<file path="src/rtl/dmem_seq_pkg.sv">
// Shared encodings for the byte-serial data memory sequencer.
// Holds the access-type codes, the FSM state codes and the beat-count helper.
package dmem_seq_pkg;

    localparam logic [2:0] NUM_W  = 3'b000;
    localparam logic [2:0] NUM_HS = 3'b001;
    localparam logic [2:0] NUM_HU = 3'b010;
    localparam logic [2:0] NUM_BS = 3'b011;
    localparam logic [2:0] NUM_BU = 3'b100;

    localparam logic [1:0] IDLE  = 2'd0;
    localparam logic [1:0] BEAT  = 2'd1;
    localparam logic [1:0] DRAIN = 2'd2;
    localparam logic [1:0] FIN   = 2'd3;

    // Number of byte beats for an access type; 0 marks an invalid code.
    function automatic logic [2:0] beats_of(input logic [2:0] num);
        logic [2:0] n;
        case (num)
            NUM_W:          n = 3'd4;
            NUM_HS, NUM_HU: n = 3'd2;
            NUM_BS, NUM_BU: n = 3'd1;
            default:        n = 3'd0;
        endcase
        return n;
    endfunction

    function automatic logic num_valid(input logic [2:0] num);
        return beats_of(num) != 3'd0;
    endfunction

endpackage

</file>
<file path="src/rtl/dmem_load_assemble.sv">
// Load-data assembly: registers each returned RAM byte into its lane one cycle
// after its read beat and applies sign/zero extension with the final byte.
module dmem_load_assemble
    import dmem_seq_pkg::*;
(
    input  logic        clk,
    input  logic        rst_n,
    input  logic        clr,
    input  logic        beat_valid,
    input  logic [1:0]  beat_idx,
    input  logic [2:0]  num,
    input  logic [7:0]  mem_rdata,
    output logic [31:0] rdata
);

    logic        cap_valid;
    logic [1:0]  cap_idx;
    logic [31:0] data_q;
    logic [31:0] data_d;

    // RAM data lags the read beat by one cycle, so the beat tag is delayed to match.
    always_ff @(posedge clk or negedge rst_n) begin
        if (!rst_n) begin
            cap_valid <= 1'b0;
            cap_idx   <= 2'd0;
        end else begin
            cap_valid <= beat_valid;
            cap_idx   <= beat_idx;
        end
    end

    always_comb begin
        data_d = data_q;
        if (clr) begin
            data_d = '0;
        end else if (cap_valid) begin
            data_d[8*cap_idx +: 8] = mem_rdata;
            // Upper bits are already zero from the accept-time clear; only signed types need filling.
            case (num)
                NUM_HS:  if (cap_idx == 2'd1) data_d[31:16] = {16{mem_rdata[7]}};
                NUM_BS:  if (cap_idx == 2'd0) data_d[31:8]  = {24{mem_rdata[7]}};
                default: ;
            endcase
        end
    end

    always_ff @(posedge clk or negedge rst_n) begin
        if (!rst_n) data_q <= '0;
        else        data_q <= data_d;
    end

    assign rdata = data_q;

endmodule

</file>
<file path="src/rtl/dmem_byte_seq.sv">
// Byte-serial load/store sequencer between the CPU LSU and a byte-wide sync RAM.
// Define DMEM_MISALIGN_TRAP_EN to reject misaligned word/half requests with err.
module dmem_byte_seq
    import dmem_seq_pkg::*;
#(
    parameter int ADDR_W = 11
) (
    input  logic              clk,
    input  logic              rst_n,
    input  logic              req,
    input  logic              we,
    input  logic [2:0]        num,
    input  logic [31:0]       addr,
    input  logic [31:0]       wdata,
    output logic [31:0]       rdata,
    output logic              busy,
    output logic              done,
    output logic              err,
    output logic              mem_en,
    output logic              mem_we,
    output logic [ADDR_W-1:0] mem_addr,
    output logic [7:0]        mem_wdata,
    input  logic [7:0]        mem_rdata
);

    logic [1:0]        state;
    logic [1:0]        state_d;
    logic [1:0]        cnt;
    logic              we_q;
    logic [2:0]        num_q;
    logic [ADDR_W-1:0] addr_q;
    logic [31:0]       wdata_q;
    logic              err_q;
    logic              accept;
    logic              reject;
    logic              misalign;
    logic              last;
    logic              unused_addr_hi;

    assign unused_addr_hi = ^addr[31:ADDR_W];

`ifdef DMEM_MISALIGN_TRAP_EN
    assign misalign = ((num == NUM_W) && (addr[1:0] != 2'b00)) ||
                      (((num == NUM_HS) || (num == NUM_HU)) && addr[0]);
`else
    assign misalign = 1'b0;
`endif

    // FIN keeps busy low so a request in the done cycle is taken without a gap.
    assign busy   = (state == BEAT) || (state == DRAIN);
    assign accept = req && !busy;
    assign reject = !num_valid(num) || misalign;
    assign last   = ({1'b0, cnt} == (beats_of(num_q) - 3'd1));

    always_comb begin
        state_d = state;
        case (state)
            IDLE, FIN: begin
                if (accept) state_d = reject ? FIN : BEAT;
                else        state_d = IDLE;
            end
            BEAT:    if (last) state_d = we_q ? FIN : DRAIN;
            DRAIN:   state_d = FIN;
            default: state_d = IDLE;
        endcase
    end

    always_ff @(posedge clk or negedge rst_n) begin
        if (!rst_n) begin
            state   <= IDLE;
            cnt     <= 2'd0;
            we_q    <= 1'b0;
            num_q   <= NUM_W;
            addr_q  <= '0;
            wdata_q <= '0;
            err_q   <= 1'b0;
        end else begin
            state <= state_d;
            if (accept) begin
                cnt     <= 2'd0;
                we_q    <= we;
                num_q   <= num;
                addr_q  <= addr[ADDR_W-1:0];
                wdata_q <= wdata;
                err_q   <= reject;
            end else if (state == BEAT) begin
                cnt <= cnt + 2'd1;
            end
        end
    end

    assign mem_en    = (state == BEAT);
    assign mem_we    = mem_en && we_q;
    assign mem_addr  = addr_q + ADDR_W'(cnt);
    assign mem_wdata = wdata_q[8*cnt +: 8];
    assign done      = (state == FIN);
    assign err       = done && err_q;

    dmem_load_assemble u_asm (
        .clk        (clk),
        .rst_n      (rst_n),
        .clr        (accept),
        .beat_valid (mem_en && !we_q),
        .beat_idx   (cnt),
        .num        (num_q),
        .mem_rdata  (mem_rdata),
        .rdata      (rdata)
    );

endmodule

</file>
<file path="config.mk">
export PLATFORM = sky130hd
export DESIGN_NAME = dmem_byte_seq
export DESIGN_NICKNAME = d
export VERILOG_FILES = /design/src/rtl/dmem_seq_pkg.sv /design/src/rtl/dmem_load_assemble.sv /design/src/rtl/dmem_byte_seq.sv
export SDC_FILE = /design/constraint.sdc
export NUM_CORES = 1
export LEC_CHECK = 0
export ABC_AREA = 1
export CAP_MARGIN = 15
export CORE_UTILIZATION = 53
export CTS_BUF_LIST = sky130_fd_sc_hd__clkbuf_2 sky130_fd_sc_hd__clkbuf_4 sky130_fd_sc_hd__clkbuf_8
export DETAILED_ROUTE_END_ITERATION = 8
export PLACE_DENSITY_LB_ADDON = 0.25
export SETUP_SLACK_MARGIN = 0.02
export SLEW_MARGIN = 30
export SYNTH_ARGS = -nofsm -noshare
export SYNTH_HDL_FRONTEND = slang
export SYNTH_SLANG_ARGS = --single-unit
</file>
<file path="constraint.sdc">
create_clock -name clk -period 6.14 [get_ports clk]
set_clock_uncertainty 0.2 [all_clocks]
set_input_delay 1.228 -clock clk [delete_from_list [all_inputs] [get_ports clk]]
set_output_delay 1.228 -clock clk [all_outputs]
set_load 0.005 [all_outputs]
</file>
==> summary.txt, run 1 <==
Final layout
  • Layout Nets: 799
  • Share of layout cells above drive strength 1: 3.79%
  • Area grow syn2layout: 30.4%
  • Commonest non-fill, non-tap cell in the layout: nand2_1
  • Post-Layout Cell Count: 818
  • Final Cell Area: 5900 um^2
  • Most frequent cells in the layout: nand2_1, clkdlybuf4s50_1, dfrtp_1
  • Fin util: 71.8%
  • Antenna cells: 0

Floorplanning
  • Total die area: 8900 um^2
  • DIE HEIGHT: 94.4 um
  • Die Wd: 94.4 um
  • Rows: 33
  • Core area: 8220 um^2
  • IO Count: 135
  • Initial Util: 55.0%

Clocking
  • H-tree levels: 3
  • Bufs on Longest Clock Path: 2
  • Post-CTS sizing: 0
  • CTS Hold Bufs: 0
  • Clk slew on worst S/H paths: 0.09 ns
  • Post-CTS Setup Bufs: 0
  • Clk_lat worst skew: 0.35 ns
  • Clock sinks: 87
  • Clock root cell: clkbuf_8
  • CTS Buf Count: 9
  • CTS tree: done

STA
  • Fmax: 0.239 GHz
  • Actual slew at the worst max-slew pin: 0.879 ns
  • Final count of hold timing violations: 0
  • Setup WS post-layout: 1.95 ns
  • Min Tclk post-route: 4.19 ns
  • Hold slack: 0.264 ns
  • Endpoints failing setup: 0
  • RSZ-0062 raised after global routing: no
  • Final Cycle Share: 68.2%
  • Slew headroom: 41.3%
  • Setup TNS: 0 ns
  • Slew Limit Fails: 0

Critical path
  • Crit. End Element: output pin
  • Worst setup path category: register to output pin
  • CP peak stage delay: 0.77 ns
  • Most used cell, CP: inv_1
  • Critical Path AT: 2.76 ns
  • CP max FO: 21
  • CP Cell Sequence: ha_1 > inv_1 > fa_1 > inv_1 > nand3_1 > xnor2_1 > clkdlybuf4s50_1
  • Worst path required time: 4.71 ns
  • Startpoint types: register
  • Slowest CP cell: dfrtp_1

Synthesis
  • Syn_nets: 698
  • Syn Inst Count: 607
  • Post-synth cell types: 27
  • Syn_area_per_cell: 7.45 um^2
  • Register area share after synthesis: 48.1%
  • Seq cells post-synth: 87
  • Mapped Area: 4520 um^2
  • Synth warn: 0

Outcome
  • Status: complete, no violations

Detailed routing
  • DR iter-0 viols: 295
  • Vias: 4343
  • Antenna-violating nets left: 0
  • Avg WL per Cell: 13.6 um
  • Drt via density: 5.31
  • DRT Wirelength: 11100 um
  • DRC viols: 0
  • 1st-pass router iterations: 5

Power
  • Comb pwr share: 48.4%
  • Pwr dens: 478 nW/um^2
  • Clock network fraction of total power: 16.2%
  • Switching portion of total power: 41.0%
  • Internal: 1.66 mW
  • Lkg Pwr: 2.92 nW
  • Power, Total: 2.82 mW
  • Reg power frac: 35.4%
  • Net Switching: 1.16 mW
  • Maximum vdd drop: 0.302 mV

Global routing
  • Vias in the first global route: 4113
  • Tot GR Track Use: 26.5%
  • Largest net degree at the start of global routing: 88
  • First-pass GRT wire length: 18500 um
  • Aggregate global routing overflow: 0
  • Initial antenna violation count: 0

Placement
  • I/O Buffers: 113
  • Dpl cell area: 5670 um^2
  • GP Congestion: 0.904
  • Place WS: 1.88 ns
  • Placed Cells: 802
  • Hpwl dp: 7660 um

Job
  • Max-cap violations: 0

Min path
  • Hold WC Path Type: register to register
power by group through the flow:
stage	clock, mW	combinational, mW	sequential [mW]
5_1_grt	0.478	1.54	1.03
3_5_place_dp	0	1.35	1.00
6_report	0.458	1.37	0.997
2_1_floorplan	0	0.843	0.942
3_3_place_gp	0	1.31	0.991
4_1_cts	0.459	1.37	0.995
worst max-delay path: cells and delay by family, from the launching register on:
| family | cells | cell delay, ns |
|---|---|---|
| buf+inv | 3 | 0.70 |
| xor+xnor | 1 | 0.16 |
| fa+ha+maj | 2 | 0.67 |
| flops | 1 | 0.77 |
| simple gates | 1 | 0.11 |
cell usage after synthesis:
cell type,n,area [um^2]
nand3_1,24,120
buf_2,9,45.0
nand2_2,3,18.8
nor2_1,27,101
o21ai_0,68,340
ha_1,11,138
nor2_4,2,22.5
nand4_1,2,12.5
o21ai_2,1,8.76
or2_2,1,6.26
xnor2_1,4,35.0
a21oi_1,12,60.1
clkinv_1,1,3.75
buf_6,2,22.5
o22ai_1,12,75.1
inv_1,38,143
xor2_1,4,35.0
dfrtp_1,87,2180
inv_2,3,11.3
clkbuf_1,10,37.5
o21bai_1,1,7.51
fa_1,1,20.0
nor3_1,2,10.0
o21ai_1,2,10.0
a31oi_1,1,6.26
nand2_1,277,1040
buf_4,2,15.0
path summary, 6_finish.rpt:
kind                           from              end  slack [ns]  cells past startpoint
min in group asynchronous     rst_n  u_asm.rdata[15]        0.70                      1
min reg2reg                    we_q  u_asm.cap_valid        0.26                      1
max in group asynchronous     rst_n      wdata_q[19]        4.46                      1
min                            we_q  u_asm.cap_valid        0.26                      1
max                          cnt[0]     mem_addr[10]        1.95                      7
max reg2reg                state[0]   u_asm.rdata[8]        3.08                      7
registers in the layout (all words and copies together), names as in the netlist:
register,flops
addr_q,11
cnt,2
err_q,1
num_q,3
state,2
u_asm.cap_idx,2
u_asm.cap_valid,1
u_asm.rdata,32
wdata_q,32
we_q,1
layer usage:
metal	vias up	track usage (%)	part of all wire (%)
met4	0	14.2	2.8
met3	30	4.11	5.7
met1	2019	33.9	43
li1	2119	-	-
met2	175	43.5	49
met5	-	0	0
cell type report:
class | instances | area, um^2
inverters | 42 | 158
clock inverters | 5 | 81.3
repair buffers | 113 | 1130
clock buffers | 11 | 145
multi-input cells | 455 | 2070
fillers | 657 | 2320
flip-flops and latches | 87 | 2180
well taps | 105 | 131
cell families after synthesis:
logic type               after synthesis  share of synthesized area, %
flip-flops                            87                          48.1
AND/OR/NAND/NOR                      338                          29.4
AO/OA/AOI/OAI                         97                          11.2
buffers and inverters                 65                          6.14
XOR/XNOR                               8                          1.55
adder cells (fa/ha/maj)               12                          3.49
No activity file was read; power rests on OpenSTA's default activity.
==> run 2, diff against run 1 <==
--- a/config.mk
+++ b/config.mk
@@ -7,7 +7,7 @@
 export LEC_CHECK = 0
 export ABC_AREA = 1
 export CAP_MARGIN = 15
-export CORE_UTILIZATION = 53
+export CORE_UTILIZATION = 49
 export CTS_BUF_LIST = sky130_fd_sc_hd__clkbuf_2 sky130_fd_sc_hd__clkbuf_4 sky130_fd_sc_hd__clkbuf_8
 export DETAILED_ROUTE_END_ITERATION = 8
 export PLACE_DENSITY_LB_ADDON = 0.25
==> constraint.sdc (replaced) <==
create_clock -name clk -period 4.4 [get_ports clk]
set_clock_uncertainty 0.2 [all_clocks]
set_input_delay 0.88 -clock clk [delete_from_list [all_inputs] [get_ports clk]]
set_output_delay 0.88 -clock clk [all_outputs]
set_load 0.005 [all_outputs]
==> run 2 against run 1 <==
Against the previous run:
- the flow now finishes with violations (design-rule violations)
- core utilization down 4.9 points
- sequential share of layout area is 0.12 points lower
- largest cell class unchanged
- highest routed layer unchanged
- cell count increased by 0.61%
- final area rose by 0.32%
- critical path type unchanged
- hold slack got worse by 0.0075 ns
- via count fell by 0.94%
- sequential cell count unchanged
- setup slack worse by 1.3 ns
- routed wire length fell by 1.4%
==> summary.txt, run 2 (synthesized netlist as in run 1, its figures left out) <==
Min path
  • Hold WC Path Type: register to register
  • Hold path cells: 1 (unchanged)

Detailed routing
  • DR iter-0 viols: 238 (-19%)
  • 1st-pass router iterations: 7 (+2)
  • Antenna-violating nets left: 0 (unchanged)
  • Drt via density: 5.23 (-1.5%)
  • DRC viols: 6 (+6)
  • DRT Wirelength: 11000 um (-1.4%)
  • Avg WL per Cell: 13.3 um (-2.0%)
  • Vias: 4302 (-0.94%)

Global routing
  • Aggregate global routing overflow: 0 (unchanged)
  • Vias in the first global route: 4307 (+4.7%)
  • Most used routing layer: met2
  • First-pass GRT wire length: 19000 um (+2.8%)
  • M1 GR Usage: 30.5% (-3.4 points)
  • Initial antenna violation count: 0 (unchanged)
  • Met3 usage in global routing: 4.22% (+0.12 points)
  • Largest net degree at the start of global routing: 88 (unchanged)
  • Global Route met2 Usage: 42.3% (-1.2 points)
  • Tot GR Track Use: 24.4% (-2.1 points)

STA
  • Hold slack: 0.257 ns (-0.00754 ns)
  • Min Tclk post-route: 3.75 ns
  • Actual slew at the worst max-slew pin: 0.861 ns (-0.0176 ns)
  • Setup WS post-layout: 0.646 ns (-1.30 ns)
  • Slew headroom: 42.5% (+1.2 points)
  • Final Cycle Share: 85.3%
  • Setup TNS: 0 ns (unchanged)
  • Fmax: 0.266 GHz
  • Final count of hold timing violations: 0 (unchanged)
  • Endpoints failing setup: 0 (unchanged)
  • RSZ-0062 raised after global routing: no
  • Slew Limit Fails: 0 (unchanged)

Placement
  • I/O Buffers: 113 (unchanged)
  • Hpwl dp: 7650 um (about the same)
  • Place WS: 1.01 ns (-0.866 ns)
  • Placed Cells: 807 (+0.62%)
  • GP Congestion: 0.849 (-6.1%)

Critical path
  • Worst setup path category: register to output pin
  • R2r setup slk: 1.83 ns (-1.25 ns)
  • Crit. End Element: output pin
  • Critical path origin: cnt[1]
  • Critical path capture point: mem_addr[8]
  • Startpoint types: register
  • Worst path required time: 3.32 ns (-1.39 ns)
  • CP max FO: 12 (-43%)
  • RR Startpoint: state[0]
  • Critical Path AT: 2.67 ns (-0.09 ns)
  • Worst Reg-to-Reg Cells: 8 (+1)
  • Reg-to-Reg End: u_asm.rdata[11]

Floorplanning
  • DIE HEIGHT: 98.1 um (+3.9%)
  • Total die area: 9620 um^2 (+8.0%)
  • Initial Util: 51.1% (-3.9 points)
  • Core area: 8850 um^2 (+7.7%)
  • Rows: 34 (+3.0%)
  • IO Count: 135 (unchanged)
  • Die Wd: 98.1 um (+3.9%)

Clocking
  • CTS Hold Bufs: 0 (unchanged)
  • H-tree levels: 3 (unchanged)
  • Clk slew on worst S/H paths: 0.08 ns (about the same)
  • CTS Buf Count: 9 (unchanged)
  • CTS tree: done
  • Clock root cell: clkbuf_8
  • Post-CTS sizing: 0 (unchanged)
  • Clk_lat worst skew: 0.35 ns (about the same)
  • Bufs on Longest Clock Path: 2 (unchanged)
  • Post-CTS Setup Bufs: 0 (unchanged)
  • Clock sinks: 87 (unchanged)

Power
  • Maximum vdd drop: 0.430 mV (+42%)
  • Pwr dens: 666 nW/um^2 (+39%)
  • Lkg Pwr: 2.94 nW (+0.42%)
  • Power, Total: 3.94 mW (+40%)

Final layout
  • Antenna cells: 0 (unchanged)
  • Post-Layout Cell Count: 823 (+0.61%)
  • Share of layout cells above drive strength 1: 4.06% (+0.27 points)
  • Most frequent cells in the layout: nand2_1, clkdlybuf4s50_1, dfrtp_1
  • Commonest non-fill, non-tap cell in the layout: nand2_1
  • Area grow syn2layout: 30.8%
  • Layout Nets: 801 (+0.25%)

Job
  • Max-cap violations: 0 (unchanged)

Outcome
  • Failing checks: design-rule violations
  • Status: complete, but fails checks
run 2: cell count changes in the layout (fill, tap and decap cells not counted):
cell,change
nand2_2,+1
nand2_4,-1
clkinvlp_4,-1
clkbuf_4,+1
clkbuf_8,+1
clkinv_4,-1
buf_4,+2
run 2: final cells by class:
class	count	area, um^2
Timing Repair Buffer	115	1150
Inverter	42	158
Tap cell	108	135
Clock inverter	3	65.1
Multi-Input combinational cell	455	2070
Sequential cell	87	2180
Clock buffer	13	166
Fill cell	782	2930
run 2: how the worst min path moves through the flow:
stage,from,endpoint,slack [ns]
after floorplan,cnt[0],u_asm.cap_idx[0],0.17
after global placement,we_q,u_asm.cap_valid,0.24
after detailed placement,we_q,u_asm.cap_valid,0.24
after CTS,we_q,u_asm.cap_valid,0.25
after global routing,we_q,u_asm.cap_valid,0.28
final,we_q,u_asm.cap_valid,0.26
run 2: per-stage QoR:
stage,utilization (%),cell area [um^2]
after CTS,66.9,5920
final,66.9,5920
after global routing,66.9,5920
after detailed placement,64.2,5680
after floorplan,-,4520
after global placement,64.2,5680
run 2: per-layer routing:
layer	part of all wire, %	routed length [um]
met1	43	4750
met2	50	5510
met3	5.2	569
met4	1.4	153
met5	0	0
run 2: report_power, final:
part           total (mW)  internal, mW  leakage (nW)  switching, mW
Sequential           1.37          1.12          1.12          0.248
Combinational        1.93         0.867          1.69           1.06
Clock               0.638         0.363         0.120          0.275
Total                3.94          2.35          2.94           1.59
run 2: worst max-delay path: stages (launching register included):
cell and delay [ns]:
dfrtp_1 0.58, inv_1 0.30, fa_1 0.52, inv_1 0.14
nand4_1 0.12, xor2_1 0.16, clkdlybuf4s50_1 0.51
==> variant: new RTL, flow settings as in run 2 <==
Change the parameter `ADDR_W` from 11 to 9.
--- a/src/rtl/dmem_byte_seq.sv
+++ b/src/rtl/dmem_byte_seq.sv
@@ -3,7 +3,7 @@
 module dmem_byte_seq
     import dmem_seq_pkg::*;
 #(
-    parameter int ADDR_W = 11
+    parameter int ADDR_W = 9
 ) (
     input  logic              clk,
     input  logic              rst_n,
Ports: changed (resized mem_addr); port bits go from 135 to 133. The function was not compared with the original's and may differ.
==> variant against run 2 <==
Synthesized cell count decreased by 5.6%; wire length down 5.2%; synthesized area is 3.6% lower; sequential power is 4% lower; first-iteration DRC count down 32%; cell area is 3.4% lower; worst setup slack got worse by 0.30 ns; total power down 3.8%; sequential cell count is 2 lower; largest cell class unchanged.
==> variant: results (changes against run 2) <==
Outcome
  • Status: completed

Critical path
  • Slowest CP cell: dfrtp_1
  • WP data arrival: 2.97 ns (+0.30 ns)

Pwr
  • Power Density: 663 nW/um^2 (-0.40%)
  • Flop pwr share: 35.0% (+0.2 points)
  • Max VDD drop: 0.000349 V (-19%)
  • Pleak: 2.88 nW (-1.8%)
  • Power Clock: 0.566 mW (-11%)
  • NetSw: 1.58 mW (-0.47%)

Global route
  • GRT Total Usage: 24.3% (-0.18 points)
  • Met2 usage: 40.8% (-1.5 points)
  • Vias in the first global route: 3801 (-12%)
  • Pin count of the biggest net entering global routing: 86 (-2.3%)
  • GR Util met3: 4.50% (+0.28 points)
  • M1 GR Usage: 32.2% (+1.7 points)

STA
  • Worst-Margin Slew: 0.751 ns (-0.110 ns)

Routing
  • First-pass detailed-route iteration total: 4 (-3)
  • Met3 routed WL: 775 um (+36%)
  • Wire per inst: 13.2 um (-1.0%)
  • Iter 0 DRT Violations: 161 (-32%)
  • Met1 wire length: 4540 um (-4.4%)
  • Routed wl met2: 4940 um (-10%)
  • Via-per-instance ratio: 5.05 (-3.3%)

Clock network
  • H-tree depth: 3 (unchanged)
  • Num CTS Buffers: 9 (unchanged)
  • Post-CTS sizing: 0 (unchanged)

Place
  • PortBufs: 109 (-3.5%)
  • Hpwl dp: 7170 um (-6.3%)
  • Place WS: 0.755 ns (-0.258 ns)
  • Cells after DPL: 772 (-4.3%)
  • Final RePlAce weighted congestion: 0.819 (-3.5%)
  • Placed inst area: 5510 sq um (-3.1%)

Cells and area
  • Nets: 766 (-4.4%)
  • Finished Layout Cells: 788 (-4.3%)
  • Proportion of layout cells with a drive suffix above 1: 5.88% (+1.8 points)

Yosys
  • Synth unique cells: 29 (+7.4%)
  • Average footprint of a synthesized cell: 7.61 sq um (+2.2%)
  • Xor and xnor area share after synthesis: 1.41% (-0.14 points)
  • Syn_nets: 664 (-4.9%)
  • Sequential element share of the synthesized area: 48.8% (+0.63 points)
  • Commonest cells post-synth: nand2_1 (275), dfrtp_1 (85), o21ai_0 (34)
  • Post-synthesis compound-gate area fraction: 9.41% (-1.8 points)
  • Async SR Flop Fraction: 100% (unchanged)
## variant: cell count changes in the layout (fill, tap and decap cells not counted), moves of 3 or more
cell	change
o22ai_1	-4
nand3_1	+9
a31oi_1	+7
clkinvlp_4	+3
o21ai_0	-34
inv_1	-18
xor2_1	-3
clkdlybuf4s50_1	-4
o21ai_1	+6
inv_2	+6
nor2_2	+3
## variant: cells by family (layout without fill, tap and decap cells)
logic type | count (synthesis) | in the layout
xor+xnor | 7 | 7
simple gates | 345 | 345
buf+inv | 51 | 158
flops | 85 | 85
fa+ha+maj | 12 | 12
compound gates | 73 | 73
## variant: layout make-up
| cell class | instances | area (sq um) |
|---|---|---|
| clock buffers | 10 | 131 |
| clock inverters | 6 | 70.1 |
| fillers | 764 | 2970 |
| inverters | 30 | 113 |
| multi-input cells | 437 | 2020 |
| flip-flops and latches | 85 | 2130 |
| well taps | 108 | 135 |
| repair buffers | 112 | 1110 |
## variant: worst paths after layout
path                                            start                          end  slack, ns  cells past startpoint
max                                cnt[1]$_DFFE_PN0P_                  mem_addr[8]       0.35                      8
min                                  we_q$_DFFE_PN0P_    u_asm.cap_valid$_DFF_PN0_       0.27                      1
max reg2reg                u_asm.cap_idx[0]$_DFF_PN0_  u_asm.rdata[18]$_DFFE_PN0P_       2.18                     10
min reg2reg                          we_q$_DFFE_PN0P_    u_asm.cap_valid$_DFF_PN0_       0.27                      1
max in group asynchronous                       rst_n        addr_q[8]$_DFFE_PN0P_       3.13                      1
min in group asynchronous                       rst_n   u_asm.rdata[8]$_DFFE_PN0P_       0.35                      1
## variant: critical path, delay by kind of cell (launching register included)
kind	cells	cell delay [ns]
buf+inv	2	0.82
flops	1	0.59
simple gates	4	0.53
fa+ha+maj	1	0.52
xor+xnor	1	0.16
